==> src/rtl/strided_merge_gen_if.sv <==
// Control, configuration and merged-stream signals of strided_merge_gen.
// The bench drives through master; the merge unit attaches as slave.
interface strided_merge_gen_if #(
  parameter int NUM_INPUTS = 16,
  parameter int DATA_W     = 32,
  parameter int DELAY_W    = 8,
  parameter int STRIDE_W   = 8,
  parameter int PASS_W     = 16
);
  localparam int SEL_W = $clog2(NUM_INPUTS);

  logic                         run;
  logic                         running;
  logic [NUM_INPUTS*DATA_W-1:0] in_flat;
  logic [NUM_INPUTS-1:0]        chan_en;
  logic [STRIDE_W-1:0]          stride;
  logic [DELAY_W-1:0]           delay0;
  logic [PASS_W-1:0]            passes;
  logic                         reverse;
  logic [DATA_W-1:0]            out0;
  logic                         out_valid;
  logic [SEL_W-1:0]             sel;
  logic                         done;

  modport master (
    output run, running, in_flat, chan_en, stride, delay0, passes, reverse,
    input  out0, out_valid, sel, done
  );

  modport slave (
    input  run, running, in_flat, chan_en, stride, delay0, passes, reverse,
    output out0, out_valid, sel, done
  );
endinterface

==> src/rtl/strided_merge_gen.sv <==
// Time-multiplexing merge: serialises the enabled channels onto one registered
// stream, holding each for stride+1 cycles after a start delay, for a pass count.
module strided_merge_gen #(
  parameter int NUM_INPUTS = 16,
  parameter int DATA_W     = 32,
  parameter int DELAY_W    = 8,
  parameter int STRIDE_W   = 8,
  parameter int PASS_W     = 16
) (
  input logic                clk,
  input logic                rst,
  strided_merge_gen_if.slave bus
);
  localparam int SEL_W = $clog2(NUM_INPUTS);

  localparam logic [1:0] IDLE   = 2'd0;
  localparam logic [1:0] DELAY  = 2'd1;
  localparam logic [1:0] MERGE  = 2'd2;
  localparam logic [1:0] FINISH = 2'd3;

  logic [1:0]            r_state;
  logic [DELAY_W-1:0]    r_dcnt;
  logic [STRIDE_W-1:0]   r_scnt;
  logic [STRIDE_W-1:0]   r_stride;
  logic [PASS_W-1:0]     r_pcnt;
  logic [PASS_W-1:0]     r_passes;
  logic [NUM_INPUTS-1:0] r_en;
  logic                  r_rev;
  logic [SEL_W-1:0]      r_chan;
  logic [SEL_W-1:0]      r_sel;
  logic [DATA_W-1:0]     r_out0;
  logic                  r_valid;
  logic                  r_done;

  logic [DATA_W-1:0]     w_in_arr [NUM_INPUTS];
  logic [SEL_W-1:0]      w_first;
  logic [SEL_W-1:0]      w_next;
  logic                  w_wrap;
  logic                  w_start;
  logic [PASS_W-1:0]     w_pcnt_inc;

  for (genvar g = 0; g < NUM_INPUTS; g++) begin : g_unpack
    assign w_in_arr[g] = bus.in_flat[g*DATA_W +: DATA_W];
  end

  assign w_start    = bus.run && bus.running;
  assign w_pcnt_inc = r_pcnt + 1'b1;

  // First enabled channel in the latched order, and the next one after r_chan;
  // running off the end of the order wraps back to the first and marks a pass.
  always_comb begin
    w_first = '0;
    w_next  = '0;
    w_wrap  = 1'b1;
    if (!r_rev) begin
      for (int i = NUM_INPUTS - 1; i >= 0; i--) begin
        if (r_en[i]) w_first = SEL_W'(i);
        if (r_en[i] && (SEL_W'(i) > r_chan)) begin
          w_next = SEL_W'(i);
          w_wrap = 1'b0;
        end
      end
    end else begin
      for (int i = 0; i < NUM_INPUTS; i++) begin
        if (r_en[i]) w_first = SEL_W'(i);
        if (r_en[i] && (SEL_W'(i) < r_chan)) begin
          w_next = SEL_W'(i);
          w_wrap = 1'b0;
        end
      end
    end
    if (w_wrap) w_next = w_first;
  end

  // Dropping running aborts from any busy state; a run while busy restarts.
  always_ff @(posedge clk or negedge rst) begin
    if (!rst) begin
      r_state  <= IDLE;
      r_dcnt   <= '0;
      r_scnt   <= '0;
      r_stride <= '0;
      r_pcnt   <= '0;
      r_passes <= '0;
      r_en     <= '0;
      r_rev    <= 1'b0;
      r_chan   <= '0;
      r_sel    <= '0;
      r_out0   <= '0;
      r_valid  <= 1'b0;
      r_done   <= 1'b0;
    end else begin
      r_done <= 1'b0;
      if ((r_state != IDLE) && !bus.running) begin
        r_state <= IDLE;
        r_valid <= 1'b0;
      end else if (w_start) begin
        r_en     <= bus.chan_en;
        r_stride <= bus.stride;
        r_passes <= bus.passes;
        r_rev    <= bus.reverse;
        r_dcnt   <= bus.delay0;
        r_state  <= DELAY;
        r_valid  <= 1'b0;
        if (r_state == FINISH) r_done <= 1'b1;
      end else begin
        case (r_state)
          IDLE: r_valid <= 1'b0;
          DELAY: begin
            r_valid <= 1'b0;
            if (r_dcnt == '0) begin
              if (r_en == '0) begin
                r_state <= FINISH;
              end else begin
                r_chan  <= w_first;
                r_scnt  <= '0;
                r_pcnt  <= '0;
                r_state <= MERGE;
              end
            end else begin
              r_dcnt <= r_dcnt - 1'b1;
            end
          end
          MERGE: begin
            r_out0  <= w_in_arr[r_chan];
            r_sel   <= r_chan;
            r_valid <= 1'b1;
            if (r_scnt == r_stride) begin
              r_scnt <= '0;
              r_chan <= w_next;
              if (w_wrap) begin
                r_pcnt <= w_pcnt_inc;
                if ((r_passes != '0) && (w_pcnt_inc == r_passes)) r_state <= FINISH;
              end
            end else begin
              r_scnt <= r_scnt + 1'b1;
            end
          end
          FINISH: begin
            r_valid <= 1'b0;
            r_done  <= 1'b1;
            r_state <= IDLE;
          end
          default: r_state <= IDLE;
        endcase
      end
    end
  end

  assign bus.out0      = r_out0;
  assign bus.out_valid = r_valid;
  assign bus.sel       = r_sel;
  assign bus.done      = r_done;
endmodule

==> src/flat_wrapper.sv <==
// flat-port wrapper written by rule: the top's interface ports become plain ports
module strided_merge_gen_flat 
#(
  parameter int NUM_INPUTS = 16,
  parameter int DATA_W     = 32,
  parameter int DELAY_W    = 8,
  parameter int STRIDE_W   = 8,
  parameter int PASS_W     = 16
)
  (clk, rst, bus_run, bus_running, bus_in_flat, bus_chan_en, bus_stride, bus_delay0, bus_passes, bus_reverse, bus_out0, bus_out_valid, bus_sel, bus_done);
  strided_merge_gen_if #(.NUM_INPUTS(NUM_INPUTS), .DATA_W(DATA_W), .DELAY_W(DELAY_W), .STRIDE_W(STRIDE_W), .PASS_W(PASS_W)) bus_i ();
  input logic clk;
  input logic rst;
  input wire logic [$bits(bus_i.run)-1:0] bus_run;
  input wire logic [$bits(bus_i.running)-1:0] bus_running;
  input wire logic [$bits(bus_i.in_flat)-1:0] bus_in_flat;
  input wire logic [$bits(bus_i.chan_en)-1:0] bus_chan_en;
  input wire logic [$bits(bus_i.stride)-1:0] bus_stride;
  input wire logic [$bits(bus_i.delay0)-1:0] bus_delay0;
  input wire logic [$bits(bus_i.passes)-1:0] bus_passes;
  input wire logic [$bits(bus_i.reverse)-1:0] bus_reverse;
  output wire logic [$bits(bus_i.out0)-1:0] bus_out0;
  output wire logic [$bits(bus_i.out_valid)-1:0] bus_out_valid;
  output wire logic [$bits(bus_i.sel)-1:0] bus_sel;
  output wire logic [$bits(bus_i.done)-1:0] bus_done;
  assign bus_i.run = bus_run;
  assign bus_i.running = bus_running;
  assign bus_i.in_flat = bus_in_flat;
  assign bus_i.chan_en = bus_chan_en;
  assign bus_i.stride = bus_stride;
  assign bus_i.delay0 = bus_delay0;
  assign bus_i.passes = bus_passes;
  assign bus_i.reverse = bus_reverse;
  assign bus_out0 = bus_i.out0;
  assign bus_out_valid = bus_i.out_valid;
  assign bus_sel = bus_i.sel;
  assign bus_done = bus_i.done;
  strided_merge_gen #(.NUM_INPUTS(NUM_INPUTS), .DATA_W(DATA_W), .DELAY_W(DELAY_W), .STRIDE_W(STRIDE_W), .PASS_W(PASS_W)) u_core (.clk(clk), .rst(rst), .bus(bus_i));
endmodule
==> config.mk <==
export PLATFORM = sky130hd
export DESIGN_NAME = strided_merge_gen_flat
export DESIGN_NICKNAME = d
export VERILOG_FILES = /design/src/rtl/strided_merge_gen_if.sv /design/src/rtl/strided_merge_gen.sv /design/src/flat_wrapper.sv
export SDC_FILE = /design/constraint.sdc
export NUM_CORES = 1
export LEC_CHECK = 0
export BUFFER_PORTS_ARGS = -buffer_cell sky130_fd_sc_hd__clkbuf_2
export CAP_MARGIN = 20
export CORE_AREA = 2 2 234 236
export CTS_BUF_LIST = sky130_fd_sc_hd__clkbuf_8 sky130_fd_sc_hd__clkbuf_16
export DETAILED_ROUTE_END_ITERATION = 10
export DIE_AREA = 0 0 236 238
export GPL_TIMING_DRIVEN = 0
export HOLD_SLACK_MARGIN = 0.05
export PLACE_DENSITY = 0.55
export SLEW_MARGIN = 40
export SYNTH_ARGS = -nofsm -noshare
export SYNTH_HDL_FRONTEND = slang
export SYNTH_SLANG_ARGS = --single-unit
==> constraint.sdc <==
create_clock -name clk -period 2.8 [get_ports clk]
set_clock_uncertainty 0.2 [all_clocks]
set_input_delay 0.14 -clock clk [delete_from_list [all_inputs] [get_ports clk]]
set_output_delay 0.14 -clock clk [all_outputs]
set_load 0.02 [all_outputs]
Word-level counts from Yosys, hierarchy flattened
Index checks and enable logic that the tools add are counted.

Word-level logic and storage cells: 248. Memories: 0. Input bits: 565. Register bits: 117. Bits in read-only memories: 0. Output and inout port bits: 38. RAM bits: 0. Latch bits: 0.

Div/mod/pow operators: 0. $add $sub $neg: 3. Multipliers: 0. Magnitude comparators: 33. Reductions and logical operators: 52. Multiplexer cells: 130. Shift-type cells: 0. Equal/unequal tests: 14. Bitwise operators: 3.

Operators by type and width (number): 4-bit two-way mux (54); 32-bit binary-select mux with 4-bit select (1); 16-bit two-way mux (4); 32-bit two-way mux (2); 8-bit two-way mux (6); 1-bit two-way mux (40); 1-bit logical AND (35); 4-bit > comparator (first input constant) (8); 4-bit less-than comparator (first input constant) (8); 16-bit one-hot mux with 2 select lines (1); 3-bit two-way mux (8); 2-bit two-way mux (10); 16-bit by 1-bit adder with 16-bit output (second input constant) (1); 16-bit equality test (1); 3-bit by 4-bit > comparator with 1-bit output (first input constant) (4); 16-bit logical NOT (1); 3-bit by 4-bit less-than comparator with 1-bit output (first input constant) (4); 4-bit by 1-bit != test with 1-bit output (second input constant) (4); 8-bit one-hot mux with 2 select lines (1); 16-bit nonzero test (1); 5-bit AND reduction (2); 8-bit by 1-bit adder with 8-bit output (second input constant) (1); 8-bit equality test (1); 1-bit by 4-bit > comparator with 1-bit output (first input constant) (2); other kinds (24) (35).

Longest topological paths before layout
Depth after elaboration: 24. Mapped depth: 11.

Worst setup path before layout
OpenSTA, ideal clock, no wires.

Path type: flip-flop to flip-flop. Start: register u_core.r_chan[0]. End: register u_core.r_out0[5], in the netlist u_core.bus.out0[5]. Required time: 2.475 ns. Arrival: 2.343 ns. Setup time: 0.125 ns. Path buffers: 3. Path slack: 0.133 ns. Cell stages (with the launch flop): 7. Clock period less this slack: 2.667 ns. Cells stage by stage: dfrtp_1 -> buf_2 -> buf_2 -> buf_2 -> mux4_2 -> mux4_2 -> mux2_2.

Word-level cells in the longest chain between the ends: 4.

Ends and longest elaborated chain: start, declared (RTL line strided_merge_gen.sv:29) `logic [SEL_W-1:0] r_chan;`; start signal, assigned (RTL line strided_merge_gen.sv:114) `r_chan <= w_first;`; start signal, assigned (RTL line strided_merge_gen.sv:129) `r_chan <= w_next;`; 4-bit inverter with 5-bit output (implied by the code) (RTL line strided_merge_gen.sv:124) `r_out0 <= w_in_arr[r_chan];`; 32-bit binary-select mux with 4-bit select (RTL line strided_merge_gen.sv:124); 32-bit two-way mux (implied by the code) (2 in a row) (RTL line strided_merge_gen.sv:124); end signal, assigned (RTL line strided_merge_gen.sv:124); end, declared (RTL line strided_merge_gen.sv:31) `logic [DATA_W-1:0] r_out0;`.

No other way between the ends. The select of a mux whose other input is x is not followed. A chain may end at the register's enable or synchronous reset.

Final worst setup path
Start: register u_core.r_chan[0]. End: register u_core.r_out0[27], in the netlist u_core.bus.out0[27].

Same word-level chain as after synthesis.

==> flow_metrics.env <==
export IMPL_status="finished clean"
export IMPL_postRouteAntennaNets=0
export IMPL_synthFlopType="dfrtp_1"
export IMPL_viasPerCell=5.019
export IMPL_final_layout_size_suffix_gt1_share_pct=61.96
export IMPL_ys_warn_count=0
export IMPL_maxCapViolCount=0
export IMPL_ys_seq_elements=117
export IMPL_initial_core_util_pct=20.01
export IMPL_cts_sinks=117
export IMPL_netlist_area_sq_um=10710
export IMPL_syn_to_final_growth_pct=55.14
export IMPL_period_share_pct=99.10
export IMPL_crit_chain="buf_12 -> clkbuf_16 -> buf_16 -> mux4_2 -> mux4_2 -> mux2_2"
export IMPL_maxSlewViolCount=0
export IMPL_grt_pass1_wl_um=97550
export IMPL_grt_max_degree=43
export IMPL_synth_largest_area_cell="mux4_2"
export IMPL_nNetsFinal=2184
export IMPL_path_clk_slew_ns=0.06
export IMPL_critPathLaunchType="register"
export IMPL_min_path_type="in2async"
export IMPL_arrival_ns=2.89
export IMPL_design_portCount=603
export IMPL_die_h_um=238
export IMPL_worst_setup_path_end_kind="register"
export IMPL_setup_viol=0
export IMPL_power_density_nw_per_um2=926.1
export IMPL_vias=11750
export IMPL_fmax_ghz=0.3604
export IMPL_synth_top_cells_by_area="mux4_2 34%, dfrtp_1 27%, mux2_2 7.9%"
export IMPL_setup_tns_ns=0
export IMPL_drc=0
export IMPL_finalHoldViolations=0
export IMPL_syn_avg_cell_area_sq_um=11.62
export IMPL_cts_path_max_buffers=2
export IMPL_cts_root_buf="clkbuf_16"
export IMPL_cp_max_fo=10
export IMPL_async_flop_share_pct=100.0
export IMPL_rows=85
export IMPL_synth_cell_type_count=80
export IMPL_cts_tree="yes"
export IMPL_post_synth_top_area_fraction_pct=33.66
export IMPL_cts_htree_levels=4
export IMPL_synth_edff_count=0
export IMPL_place_congestion=0.9698
export IMPL_met3_usage_pct=7.948
export IMPL_synth_common_cells="160 x mux4_2, 117 x dfrtp_1, 75 x mux2_2, 61 x nand2_1, 59 x nor2_1"
export IMPL_path_delay_family="multiplexers"
export IMPL_die_w_um=236
export IMPL_insertion_delay_ns=0.44
export IMPL_syn_nets=1495
export IMPL_timing_hold_ws_ns=0.08903
export IMPL_grt_busiest_layer="met2"
export IMPL_slowest_stage="mux4_2"
export IMPL_portBuffers=602
export IMPL_die_area_sq_um=56170
export IMPL_synth_compound_area_share_pct=11.39
export IMPL_synth_top_family_by_area="multiplexers"
export IMPL_core_sq_um=53500
export IMPL_required_ns=2.92
export IMPL_p_leak_nw=7.397
export IMPL_tightest_slew_ns=0.7766
export IMPL_routed_wl_um=72760
export IMPL_place_hpwl_um=63360
export IMPL_syn_inst=921
export IMPL_synthMuxAreaShare_pct=42.12
export IMPL_synth_adder_area_share_pct=1.145
export IMPL_cpMostUsedCell="mux4_2"
export IMPL_max_stage_delay_ns=0.60
export IMPL_use_met1_pct=33.51
export IMPL_total_power_mw=15.38
export IMPL_synth_most_common_cell="mux4_2"
export IMPL_grt_ovfl_total=0
export IMPL_peakVddDrop_mv=0.5126
export IMPL_worstSetupPathType="reg2reg"
export IMPL_wl_per_cell_um=31.10
export IMPL_grt_usage_pct=25.41
export IMPL_antenna_found_initial=51
export IMPL_met2_usage_pct=40.52
export IMPL_rsz0062_at_grt="true"
export IMPL_first_pass_iters=7
export IMPL_critical_path_buf_inv_count=3
export IMPL_slew_limit_headroom_pct=48.23
export IMPL_fin_util_pct=31.05
export IMPL_seq_area_frac_synth_pct=27.35
export IMPL_grt_pass1_vias=11900
export IMPL_synth_xor_area_share_pct=2.197
export IMPL_yosys_area_share_simple_pct=11.56
export IMPL_period_minus_slack_ns=2.775
export IMPL_cts_buffers=17
export IMPL_drtIter0Drc=899
[metal layers]
layer / up-vias / part of all wire [%]
met5: - / 0.13
met4: 16 / 1.8
met3: 89 / 8.6
met2: 585 / 47
met1: 5975 / 43
li1: 5080 / -
[path summary, 6_finish.rpt]
check / startpoint / to / slack, ns / cells after the start
max: u_core.r_chan[0] / u_core.bus.out0[27] / 0.03 / 6
min: rst / u_core.r_passes[13] / 0.09 / 3
max reg2reg: u_core.r_chan[0] / u_core.bus.out0[27] / 0.03 / 6
min reg2reg: u_core.bus.sel[1] / u_core.bus.sel[1] / 0.29 / 2
max in group asynchronous: rst / u_core.r_en[10] / 2.07 / 3
min in group clk: bus_in_flat[71] / u_core.bus.out0[7] / 0.16 / 4
[worst register-to-register path, delay by kind of cell, from the launching register on]
family | cells | cell delay [ns]
DFF | 1 | 0.44
muxes | 3 | 1.45
buffers and inverters | 3 | 0.57
[registers in the layout (all words and copies together), names as in the netlist]
register	cells
u_core.r_passes	16
u_core.r_pcnt	16
u_core.r_state	2
u_core.bus.done	1
u_core.bus.sel	4
u_core.r_chan	4
u_core.r_en	16
u_core.bus.out0	32
u_core.r_rev	1
u_core.r_scnt	8
u_core.r_dcnt	8
u_core.r_stride	8
u_core.bus.out_valid	1
[power breakdown]
part	internal (mW)	switching, mW
clock	1.61	0.823
sequential	2.18	0.439
combinational	4.88	5.45
total	8.67	6.72
[metrics by stage]
stage / instances / setup WS, ns / area (sq um)
after floorplan: 921 / 0.1327 / 10710
after global placement: 2219 / -1.311 / 14590
after detailed placement: 2221 / -0.9253 / 14660
after CTS: 2315 / -0.01145 / 16380
after global routing: 2328 / -0.02580 / 16580
final: 2340 / 0.02510 / 16610
[repair_timing]
action / CTS / global route
hold buffers: 53 / 0
endpoints found under the setup margin: 62 / 42
pin swaps: 10 / 8
hold endpoints to repair: 169 / 0
resized for setup: 129 / 41
gates cloned: 1 / 0
setup buffers: 11 / 7
[area by class of cell]
type                            count  area (sq um)
Antenna cell                       22         55.05
Buffer                             80         730.7
Clock buffer                       19         452.9
Clock inverter                     12         186.4
Fill cell                        5625         36890
Inverter                           21         78.83
Multi-Input combinational cell    697          7527
Sequential cell                   117          2938
Tap cell                          696         870.8
Timing Repair Buffer              676          3770
[kinds of logic (layout without fill, tap and decap cells)]
kind of cell / after synthesis / in the layout
AO/OA/AOI/OAI: 187 / 187
XOR/XNOR: 26 / 26
adder cells (fa/ha/maj): 10 / 10
buffers and inverters: 107 / 808
flip-flops: 117 / 117
multiplexers: 241 / 241
other: 0 / 22
AND/OR/NAND/NOR: 233 / 233
[cells in the final DEF (no fill, tap or decap), types with 6 or more instances in the layout]
| master | n |
|---|---|
| a21oi_1 | 42 |
| a22o_1 | 8 |
| and3_1 | 6 |
| buf_12 | 7 |
| buf_2 | 9 |
| buf_4 | 29 |
| buf_6 | 11 |
| clkbuf_1 | 18 |
| clkbuf_16 | 20 |
| clkbuf_2 | 609 |
| clkbuf_4 | 7 |
| clkbuf_8 | 6 |
| dfrtp_1 | 109 |
| dfrtp_2 | 8 |
| diode_2 | 22 |
| dlygate4sd3_1 | 52 |
| ha_1 | 8 |
| inv_1 | 23 |
| mux2_2 | 75 |
| mux4_2 | 160 |
| nand2_1 | 61 |
| nand2b_1 | 13 |
| nand3_1 | 10 |
| nand4_1 | 9 |
| nor2_1 | 57 |
| nor2b_1 | 8 |
| nor3_1 | 16 |
| o21ai_0 | 42 |
| o21ai_1 | 16 |
| o31ai_1 | 7 |
| xnor2_1 | 18 |
| xor2_1 | 7 |
Power figures use the tool's default switching activity.
